File: config.mk
export PLATFORM = sky130hd
export DESIGN_NAME = wildcard_expander
export DESIGN_NICKNAME = d
export VERILOG_FILES = /design/src/rtl/wildcard_pkg.sv /design/src/rtl/wildcard_expander.sv
export SDC_FILE = /design/constraint.sdc
export NUM_CORES = 1
export LEC_CHECK = 0
export CORE_AREA = 2 2 39 41
export CTS_BUF_LIST = sky130_fd_sc_hd__clkbuf_4
export CTS_CLUSTER_SIZE = 28
export DETAILED_ROUTE_END_ITERATION = 8
export DIE_AREA = 0 0 41 43
export HOLD_SLACK_MARGIN = 0.03
export PLACE_DENSITY = 0.75
export SLEW_MARGIN = 5
export SYNTH_ARGS = -nofsm -noshare
export SYNTH_HDL_FRONTEND = slang
export SYNTH_SLANG_ARGS = --single-unit
export TNS_END_PERCENT = 50
File: constraint.sdc
create_clock -name clk -period 2.1 [get_ports clk]
set_input_delay 0.525 -clock clk [delete_from_list [all_inputs] [get_ports clk]]
set_output_delay 0.525 -clock clk [all_outputs]
set_load 0.03 [all_outputs]
File: src/rtl/wildcard_pkg.sv
// Shared types and constants for the wildcard expander.
package wildcard_pkg;

  localparam int DEFAULT_W = 3;

  typedef enum logic {
    IDLE = 1'b0,
    EMIT = 1'b1
  } state_t;

endpackage

File: src/rtl/wildcard_expander.sv
// Expands a (value, don't-care) pattern into every matching word, in ascending order.
// Optional ordinal output enabled by defining WILDCARD_EXPANDER_IDX_EN.
module wildcard_expander
  import wildcard_pkg::*;
#(
  parameter int W = DEFAULT_W
) (
  input  logic         clk,
  input  logic         rst,
  input  logic         in_vld,
  output logic         in_rdy,
  input  logic [W-1:0] in_val,
  input  logic [W-1:0] in_dc,
  output logic         out_vld,
  input  logic         out_rdy,
  output logic [W-1:0] out_word,
  output logic         out_last
`ifdef WILDCARD_EXPANDER_IDX_EN
  ,
  output logic [W-1:0] out_idx
`endif
);

  state_t       r_state;
  logic [W-1:0] r_val;
  logic [W-1:0] r_dc;
  logic [W-1:0] r_sub;

  logic         w_last;
  logic [W-1:0] w_subNext;

  // Subtract-and-mask walks the submasks of r_dc in ascending numeric order.
  assign w_last    = (r_sub == r_dc);
  assign w_subNext = (r_sub - r_dc) & r_dc;

  always_ff @(posedge clk or posedge rst) begin
    if (rst) begin
      r_state <= IDLE;
      r_val   <= '0;
      r_dc    <= '0;
      r_sub   <= '0;
    end else begin
      case (r_state)
        IDLE: begin
          if (in_vld) begin
            r_state <= EMIT;
            r_val   <= in_val & ~in_dc;
            r_dc    <= in_dc;
            r_sub   <= '0;
          end
        end
        EMIT: begin
          if (out_rdy) begin
            if (w_last) begin
              r_state <= IDLE;
            end else begin
              r_sub <= w_subNext;
            end
          end
        end
        default: r_state <= IDLE;
      endcase
    end
  end

  // Outputs come straight off registers, so reset clears them without waiting for a clock.
  assign in_rdy   = (r_state == IDLE);
  assign out_vld  = (r_state == EMIT);
  assign out_word = r_val | r_sub;
  assign out_last = out_vld & w_last;

`ifdef WILDCARD_EXPANDER_IDX_EN
  logic [W-1:0] r_idx;

  always_ff @(posedge clk or posedge rst) begin
    if (rst) begin
      r_idx <= '0;
    end else if (r_state == IDLE) begin
      if (in_vld) begin
        r_idx <= '0;
      end
    end else if (out_rdy && !w_last) begin
      r_idx <= r_idx + W'(1);
    end
  end

  assign out_idx = r_idx;
`endif

endmodule

==> results.md, run 1 <==
- Period minus WS final: 2.024 ns
- Worst Setup End Kind: output port
- R2R depth: 6
- Ys Warns: 0
- Post-CTS Repair Setup Buffers: 0
- R2r endpoint: r_sub[1]$_DFFE_PP0P_
- Syn Nets: 74
- Total core area: 0.001384 mm^2
- Critical path's slowest cell: clkdlybuf4s50_1
- Routability cong.: 0.7414
- Clock sinks: 10
- Outcome: finished clean
- Clock tree buffer depth: 2
- DRT Pass-1 Iters: 4
- First-pass GRT wire length: 1.614 mm
- Port bufs: 15
- Num CTS Buffers: 3
- Slew headroom: 74.55%
- Cell Chain, Critical Path: clkdlybuf4s50_1
- CTS tree: done
- Buffers & Inverters on Critical Path: 1
- GRT overflow: 0
- Worst vdd ir: 0.5290 mV
- Residual DRC: 0
- Number of global-route vias before repair: 398
- Synth-to-Final Area Change: 29.79%
- PwrDens: 1402 mW/mm^2
- Post-Syn Area: 600.6 um^2
- CP Launch Type: flop
- Max Cap Viol: 0
- RSZ-0062 raised after global routing: no
- Critical path's top delay family: buffers and inverters
- Max FO, Critical Path: 10
- Die Width: 41 um
- DP HPWL: 794.6 um
- Clk_lat worst skew: 0.27 ns
- DRT iter0 DRCs: 7
- Sequential-to-total area share from yosys stat: 41.67%
- Cell Rows: 14
- Min-Delay Path Class: reg -> reg
- Nets: 93
- Fin. max-slew vios: 0
- Largest net degree at the start of global routing: 12
- Die Area: 0.001763 mm^2
- Starting Density: 43.40%
- R2R Setup Slk: 0.52 ns
- Kind of critical path: reg -> out
- Synthesized flop and latch total: 10
- DIE HEIGHT: 43 um
- CTS H-tree depth: 1
- DR vias/cell: 4.946
- Clock Skew: 0.0006167 ns
- Total wire length: 1.052 mm
- Worst-path clk slew: 0.06 ns
- Syn_area_per_cell: 10.01 um^2
- Final worst-path cycle share: 96.40%
- Final setup viols: 0
- Cells after synthesis: 60
- Critical path required time: 1.57 ns
- Setup TNS Final: 0 ns
- Final Hold Viols: 0
- IO Pins: 16
- CTS root buf: clkbuf_4
- Crit path largest cell delay: 0.73 ns
- Hold Path Sink: r_val[2]$_DFFE_PP0P_
- Worst Hold Depth: 2
- Final std cells w/o fill: 93
- Post-synth cell types: 22
- Worst Max-Slew Pin Slew: 0.3813 ns
- Avg WL per Cell: 11.31 um
- Critical register-to-register path startpoint: r_sub[0]$_DFFE_PP0P_
- Layout cells sized above 1: 16.88%
- Leakage: 0.4055 nW
- WP data arrival: 1.50 ns
- Commonest cells after routing, fill and taps aside: nand2_1, clkdlybuf4s50_1, dfrtp_1
- Initial antenna violation count: 0
- All-Layer GR Usage: 13.73%
- Via count: 460
- Routed Antenna Nets: 0
- Diodes inserted: 0
- Max Fclk: 494.0 MHz
- Placed Cells: 90
- Worst hold start: r_val[2]$_DFFE_PP0P_
- Post-CTS Hold Fix Bufs: 0
cells in the mapped netlist (all sizes together):
cell type,instances,area [um^2]
nand2b,4,32.53
a31oi,1,6.260
buf,2,22.52
or2,3,18.77
and2,1,6.260
a21oi,1,5.000
mux2,3,45.04
nor3,2,10.01
fa,1,20.02
ha,3,37.54
o21ai,4,20.02
o22a,1,8.760
and4b,1,10.01
nor2,2,7.510
o21a,1,7.510
nand2,10,37.54
o211ai,2,15.01
xor2,1,8.760
dfrtp,10,250.2
inv,6,22.52
o2111ai,1,8.760
timing repair:
| action | CTS | global route |
|---|---|---|
| pin swaps | 0 | 0 |
| gates resized for setup | 2 | 3 |
| gates cloned | 0 | 0 |
| setup endpoints to repair | 2 | 3 |
worst max-delay path by stage:
stage | startpoint | to | slack [ns] | cells after the start
floorplan | out_vld$_DFF_PP0_ | out_last | 0.02 | 3
global placement | r_sub[0]$_DFFE_PP0P_ | out_word[0] | 0.30 | 2
detailed placement | r_sub[1]$_DFFE_PP0P_ | out_word[1] | 0.29 | 2
CTS | r_sub[0]$_DFFE_PP0P_ | out_word[0] | 0.004 | 2
global route | out_vld$_DFF_PP0_ | out_vld | 0.01 | 1
finish | out_vld$_DFF_PP0_ | out_vld | 0.08 | 1
sequential cells by signal, summed over array words and instances (netlist names):
register  flops
r_sub         3
r_val         3
r_dc          3
out_vld       1
cells by family (layout without fill, tap and decap cells):
| logic type | count (synthesis) | count (layout) | share of synthesized area, % |
|---|---|---|---|
| simple gates | 23 | 23 | 20.42 |
| compound gates | 11 | 11 | 11.88 |
| flops | 10 | 10 | 41.67 |
| buf+inv | 8 | 25 | 7.499 |
| fa+ha+maj | 4 | 4 | 9.584 |
| mux | 3 | 3 | 7.499 |
| xor+xnor | 1 | 1 | 1.459 |
report_power, final:
part	switching (mW)	internal (mW)	leakage, nW	total (mW)
combinational	0.317	0.290	0.269	0.608
sequential	0.0762	0.275	0.122	0.351
clock	0.0678	0.0664	0.0138	0.134
total	0.461	0.632	0.405	1.09
through the flow:
step,utilization [%],cell area (um^2),worst slack (ns),power (mW),hold WS (ns)
2_1_floorplan,-,600.6,0.02005,0.7782,0.3652
3_5_place_dp,54.43,753.2,0.2887,0.9855,0.4632
4_1_cts,55.88,773.2,0.004111,1.106,0.4779
5_1_grt,56.33,779.5,0.01163,1.172,0.5117
6_report,56.33,779.5,0.07558,1.093,0.4706
3_3_place_gp,54.43,753.2,0.2982,0.9741,0.4589
metal layers:
metal | routed length (um) | vias up | GRT usage (%)
met4 | 31 | 0 | 10.00
met2 | 479 | 19 | 17.81
li1 | - | 236 | -
met1 | 472 | 200 | 20.13
met5 | 0 | - | 0
met3 | 68 | 5 | 1.571
final cells by class:
class,instances,area (um^2)
fill,124,604.3
multi-input combinational,42,305.3
sequential,10,251.5
timing repair buffer,16,157.7
clock buffer,3,22.52
inverter,6,22.52
tap,16,20.02
No activity file was read; power rests on OpenSTA's default activity.
==> inputs of run 2 (changes only) <==
--- a/config.mk
+++ b/config.mk
@@ -10,6 +10,7 @@
 export CTS_CLUSTER_SIZE = 28
 export DETAILED_ROUTE_END_ITERATION = 8
 export DIE_AREA = 0 0 41 43
+export GPL_ROUTABILITY_DRIVEN = 0
 export HOLD_SLACK_MARGIN = 0.03
 export PLACE_DENSITY = 0.75
 export SLEW_MARGIN = 5
==> constraint.sdc (replaced) <==
create_clock -name clk -period 2 [get_ports clk]
set_input_delay 0.5 -clock clk [delete_from_list [all_inputs] [get_ports clk]]
set_output_delay 0.5 -clock clk [all_outputs]
set_load 0.03 [all_outputs]
==> results.md, run 2 (synthesis gave the netlist of run 1 again) <==
- Outcome: finished clean
- Max Cap Viol: 0 (unchanged)
- Final Hold Viols: 0 (unchanged)
- Number of global-route vias before repair: 466 (+17%)
- Die Area: 0.001763 mm^2 (unchanged)
- Final worst-path cycle share: 98.72%
- R2r endpoint: r_sub[1]$_DFFE_PP0P_
- Clock Skew: 0.0004202 ns (-0.0001965 ns)
- CTS H-tree depth: 1 (unchanged)
- Routed Antenna Nets: 0 (unchanged)
- Period minus WS final: 1.974 ns
- WP data arrival: 1.47 ns (-0.03 ns)
- Kind of critical path: reg -> out
- Nets: 94 (+1.1%)
- Clk_lat worst skew: 0.26 ns (about the same)
- CTS root buf: clkbuf_4
- Min-Delay Path Class: reg -> reg
- R2R depth: 6 (unchanged)
- Buffers & Inverters on Critical Path: 2 (+1)
- Residual DRC: 0 (unchanged)
- DIE HEIGHT: 43 um (unchanged)
- Leading cell type in the layout, fill and taps excluded: clkdlybuf4s50_1
- Top flop regs: r_dc: 3 flops, r_sub: 3 flops, r_val: 3 flops
- Via count: 492 (+7.0%)
- Initial antenna violation count: 0 (unchanged)
- First-pass GRT wire length: 1.959 mm (+21%)
- Cell Chain, Critical Path: inv_1, ha_1, nand2_2, nor3_2, buf_4
- Total wire length: 1.196 mm (+14%)
- Critical register-to-register path startpoint: r_sub[0]$_DFFE_PP0P_
- CP Launch Type: flop
- Setup TNS Final: 0 ns (unchanged)
- Die Width: 41 um (unchanged)
- DRT iter0 DRCs: 6 (-1)
- Worst Setup End Kind: output port
- Num CTS Buffers: 3 (unchanged)
- IO Pins: 16 (unchanged)
- Layout cells sized above 1: 20.51% (+3.6 points)
- Clock sinks: 10 (unchanged)
- DP HPWL: 876.8 um (+10%)
- Avg WL per Cell: 12.72 um (+12%)
- RSZ-0062 raised after global routing: yes
- GRT overflow: 0 (unchanged)
- Worst Hold Depth: 2 (unchanged)
- Cell Rows: 14 (unchanged)
- Met1 GRT Util: 22.07% (+1.9 points)
- Max Fclk: 506.5 MHz
- GRT met3 Usage: 3.141% (+1.6 points)
- Final core utilization: 57.14% (+0.81 points)
- Starting Density: 43.40% (unchanged)
- Worst hold start: r_val[0]$_DFFE_PP0P_
- Critical path's top delay family: flip-flops
- Critical path's slowest cell: dfrtp_1
- Worst Max-Slew Pin Slew: 0.4570 ns (+0.07578 ns)
- Fin. max-slew vios: 0 (unchanged)
- Final setup viols: 0 (unchanged)
- CTS tree: done
- Largest net degree at the start of global routing: 12 (unchanged)
- Commonest cells after routing, fill and taps aside: clkdlybuf4s50_1, nand2_1, dfrtp_1
- Critical path required time: 1.50 ns (-0.07 ns)
- Synth-to-Final Area Change: 31.67%
- Hold Path Sink: r_val[0]$_DFFE_PP0P_
- Busiest grt layer: met2
- DR vias/cell: 5.234 (+5.8%)
- PwrDens: 1472 mW/mm^2 (+5.0%)
- Crit path largest cell delay: 0.40 ns (-0.33 ns)
- Diodes inserted: 0 (unchanged)
- Total core area: 0.001384 mm^2 (unchanged)
- Worst vdd ir: 0.6497 mV (+23%)
- Slew headroom: 69.43% (-5.1 points)
- Leakage: 0.4028 nW (-0.68%)
- DRT Pass-1 Iters: 4 (unchanged)
- Post-CTS Hold Fix Bufs: 0 (unchanged)
- Port bufs: 15 (unchanged)
- Max FO, Critical Path: 6 (-4)
- Clock tree buffer depth: 2 (unchanged)
- All-Layer GR Usage: 16.46% (+2.7 points)
- R2R Setup Slk: 0.33 ns (-0.19 ns)
- Worst-path clk slew: 0.06 ns (about the same)
- Fillcell total: 137 (+10%)
- Met2 Track Usage GR: 24.38% (+6.6 points)
run 2: through the flow:
step	hold slack, ns	power, mW	setup slack [ns]	instance area [um^2]	instances
2_1_floorplan	0.3402	0.8276	0.1864	605.6	60
4_1_cts	0.4769	1.157	0.02246	779.5	93
6_report	0.4715	1.164	0.02563	790.8	94
3_3_place_gp	0.4548	1.010	0.2236	758.2	90
5_1_grt	0.5226	1.263	-0.05099	790.8	94
3_5_place_dp	0.4627	1.034	0.2178	758.2	90
run 2: worst max path at each step:
stage	from	to	slack, ns	cells past startpoint
3_5_place_dp	r_sub[1]$_DFFE_PP0P_	out_word[1]	0.22	2
4_1_cts	out_vld$_DFF_PP0_	in_rdy	0.02	2
2_1_floorplan	out_vld$_DFF_PP0_	out_last	0.19	3
6_report	r_sub[0]$_DFFE_PP0P_	out_last	0.03	5
5_1_grt	r_sub[0]$_DFFE_PP0P_	out_last	-0.05	5
3_3_place_gp	r_sub[1]$_DFFE_PP0P_	out_word[1]	0.22	2
run 2: metal layers:
layer | part of all wire (%) | wire length (um)
met2 | 49 | 591
met4 | 0.84 | 10
met3 | 5.4 | 65
met5 | 0 | 0
met1 | 44 | 528
run 2: final cells by class:
| cell class | instances | area [um^2] | area share [%] |
|---|---|---|---|
| tap | 16 | 20.02 | 2.532 |
| inverter | 6 | 22.52 | 2.848 |
| multi-input combinational | 42 | 312.8 | 39.56 |
| clock buffer | 3 | 22.52 | 2.848 |
| timing repair buffer | 17 | 161.4 | 20.41 |
| sequential | 10 | 251.5 | 31.80 |
run 2: where the power goes:
part / switching (mW) / leakage (nW) / total (mW) / internal (mW)
Clock: 0.0646 / 0.0138 / 0.134 / 0.0694
Combinational: 0.364 / 0.266 / 0.661 / 0.297
Sequential: 0.0798 / 0.122 / 0.369 / 0.289
run 2: worst reg2reg max path: cells and delay by family (launching register included):
family	cells	cell delay (ns)
AOI/OAI and AO/OA	2	0.20
buffers and inverters	1	0.09
and+or+nand+nor	1	0.18
adders and majority gates	2	0.68
DFF	1	0.40
run 2: timing repair:
action,4_1_cts,5_1_grt
resized for setup,4,2
setup endpoints to repair,4,2
buffers inserted,0,1
gates cloned,0,0
==> inputs of run 3 (changes only) <==
--- a/config.mk
+++ b/config.mk
@@ -13,6 +13,7 @@
 export GPL_ROUTABILITY_DRIVEN = 0
 export HOLD_SLACK_MARGIN = 0.03
 export PLACE_DENSITY = 0.75
+export SKIP_CTS_REPAIR_TIMING = 1
 export SLEW_MARGIN = 5
 export SYNTH_ARGS = -nofsm -noshare
 export SYNTH_HDL_FRONTEND = slang
==> results.md, run 3 (synthesis gave the netlist of run 1 again) <==
- R2R Setup Slk: 0.32 ns (about the same)
- Critical Path Sink: out_last
- Final worst-path cycle share: 95.85% (-2.9 points)
- Stages on the worst setup path: 5 (unchanged)
- Nets: 93 (-1.1%)
- Worst Max-Slew Pin Slew: 0.4595 ns (+0.002507 ns)
- Starting Density: 43.40% (unchanged)
- Leakage: 0.4290 nW (+6.5%)
- Top flop regs: r_dc: 3 flops, r_sub: 3 flops, r_val: 3 flops
- DR vias/cell: 5.237 (about the same)
- Clock tree buffer depth: 2 (unchanged)
- First-pass GRT wire length: 1.945 mm (-0.71%)
- Layout cells sized above 1: 22.08% (+1.6 points)
- Buffers & Inverters on Critical Path: 2 (unchanged)
- Outcome: finished clean
- DRT iter0 DRCs: 12 (+6)
- Total wire length: 1.174 mm (-1.8%)
- Commonest cells after routing, fill and taps aside: clkdlybuf4s50_1, nand2_1, dfrtp_1
- Slew headroom: 69.26% (-0.17 points)
- Placement Setup Slack: 0.2178 ns (unchanged)
- Cell Chain, Critical Path: inv_1, ha_4, nand2_4, nor3_2, buf_4
- RSZ-0062 raised after global routing: yes
- Largest net degree at the start of global routing: 12 (unchanged)
- CTS tree: done
- All-Layer GR Usage: 16.36% (-0.10 points)
- Worst-path clk slew: 0.06 ns (about the same)
- DIE HEIGHT: 43 um (unchanged)
- R2r endpoint: r_sub[1]$_DFFE_PP0P_
- WP data arrival: 1.42 ns (-0.05 ns)
- Via count: 487 (-1.0%)
- CTS H-tree depth: 1 (unchanged)
- Total core area: 0.001384 mm^2 (unchanged)
- Max Fclk: 521.7 MHz (+3.0%)
- Routed Antenna Nets: 0 (unchanged)
- Min-Delay Path Class: reg -> reg
- Final Hold Viols: 0 (unchanged)
- Total power: 1.245 mW (+6.9%)
- Clk_lat worst skew: 0.26 ns (about the same)
- CTS root buf: clkbuf_4
- Fillcell total: 133 (-2.9%)
- Critical path's slowest cell: dfrtp_1
- Critical register-to-register path startpoint: r_sub[0]$_DFFE_PP0P_
- Critical path required time: 1.50 ns (about the same)
- Initial antenna violation count: 0 (unchanged)
- GRT overflow: 0 (unchanged)
- Kind of critical path: reg -> out
- Die Area: 0.001763 mm^2 (unchanged)
- Cell Rows: 14 (unchanged)
- CP Launch Type: flop
- IO Pins: 16 (unchanged)
- R2R depth: 6 (unchanged)
- Avg WL per Cell: 12.62 um (-0.78%)
- Critical path's top delay family: flip-flops
- DP HPWL: 876.8 um (unchanged)
- Clock sinks: 10 (unchanged)
- Residual DRC: 0 (unchanged)
- Placed Cells: 90 (unchanged)
- Worst Setup End Kind: output port
- Die Width: 41 um (unchanged)
- Critical Path Source: r_sub[0]$_DFFE_PP0P_
- Worst hold start: r_val[0]$_DFFE_PP0P_
- Max FO, Critical Path: 6 (unchanged)
- Final Worst Setup Slack: 0.08309 ns (+0.05746 ns)
- Diodes inserted: 0 (unchanged)
- Final std cells w/o fill: 93 (-1.1%)
- DRT Pass-1 Iters: 4 (unchanged)
- Area after DPL: 758.2 um^2 (unchanged)
- Crit path largest cell delay: 0.38 ns (-0.02 ns)
- Number of global-route vias before repair: 460 (-1.3%)
- Final setup viols: 0 (unchanged)
- Num CTS Buffers: 3 (unchanged)
- Fin. max-slew vios: 0 (unchanged)
- Max Cap Viol: 0 (unchanged)
- PwrDens: 1510 mW/mm^2 (+2.6%)
- Clock Skew: 0.001193 ns (+0.0007728 ns)
- Final instance area: 824.5 um^2 (+4.3%)
- Synth-to-Final Area Change: 37.29%
- Period minus WS final: 1.917 ns (-0.05746 ns)
- Leading cell type in the layout, fill and taps excluded: clkdlybuf4s50_1
- Worst vdd ir: 0.7602 mV (+17%)
- Port bufs: 15 (unchanged)
- Setup TNS Final: 0 ns (unchanged)
==> run 3: cell types whose count changed in the layout (fill, tap and decap cells not counted) <==
| cell | before | now |
|---|---|---|
| ha_1 | 3 | 1 |
| dlygate4sd2_1 | 3 | 0 |
| nand2_4 | 0 | 1 |
| dlymetal6s2s_1 | 1 | 4 |
| ha_4 | 0 | 2 |
| nand2_2 | 1 | 0 |
| buf_4 | 3 | 2 |
==> run 3: per-layer routing <==
metal / share of wire [%] / vias up / global-route usage [%]
met1: 44 / 229 / 22.07
met3: 4.9 / 2 / 3.141
met4: 0.68 / 0 / 8.000
met5: 0 / - / 0
li1: - / 236 / -
met2: 50 / 20 / 24.06
==> run 3: stage by stage <==
stage / utilization [%] / hold slack, ns
3_5_place_dp: 54.79 / 0.4627
5_1_grt: 59.58 / 0.5226
6_report: 59.58 / 0.4719
4_1_cts: 56.42 / 0.4769
2_1_floorplan: - / 0.3402
3_3_place_gp: 54.79 / 0.4548
==> run 3: where the power goes <==
part	switching [mW]	leakage, nW	total (mW)	internal [mW]
Combinational	0.389	0.293	0.737	0.348
Sequential	0.0861	0.122	0.375	0.289
Clock	0.0634	0.0138	0.133	0.0693
==> run 3: worst min path at each step <==
stage,endpoint,slack (ns),cells past startpoint
6_report,r_val[0]$_DFFE_PP0P_,0.47,2
5_1_grt,r_val[0]$_DFFE_PP0P_,0.52,2
4_1_cts,r_val[0]$_DFFE_PP0P_,0.48,2
3_5_place_dp,r_val[0]$_DFFE_PP0P_,0.46,2
3_3_place_gp,r_val[0]$_DFFE_PP0P_,0.45,2
2_1_floorplan,out_vld$_DFF_PP0_,0.34,1
==> run 3: worst register-to-register path, delay by kind of cell, from the launching register on <==
kind                       cells  cell delay, ns
buffers and inverters          1            0.10
AOI/OAI and AO/OA              2            0.20
DFF                            1            0.38
adders and majority gates      2            0.68
and+or+nand+nor                1            0.18
==> run 3: final cells by class <==
class | count | area (um^2) | share of cell area [%]
inverter | 6 | 22.52 | 2.731
sequential | 10 | 251.5 | 30.50
tap | 16 | 20.02 | 2.428
timing repair buffer | 16 | 165.2 | 20.03
clock buffer | 3 | 22.52 | 2.731
multi-input combinational | 42 | 342.8 | 41.58
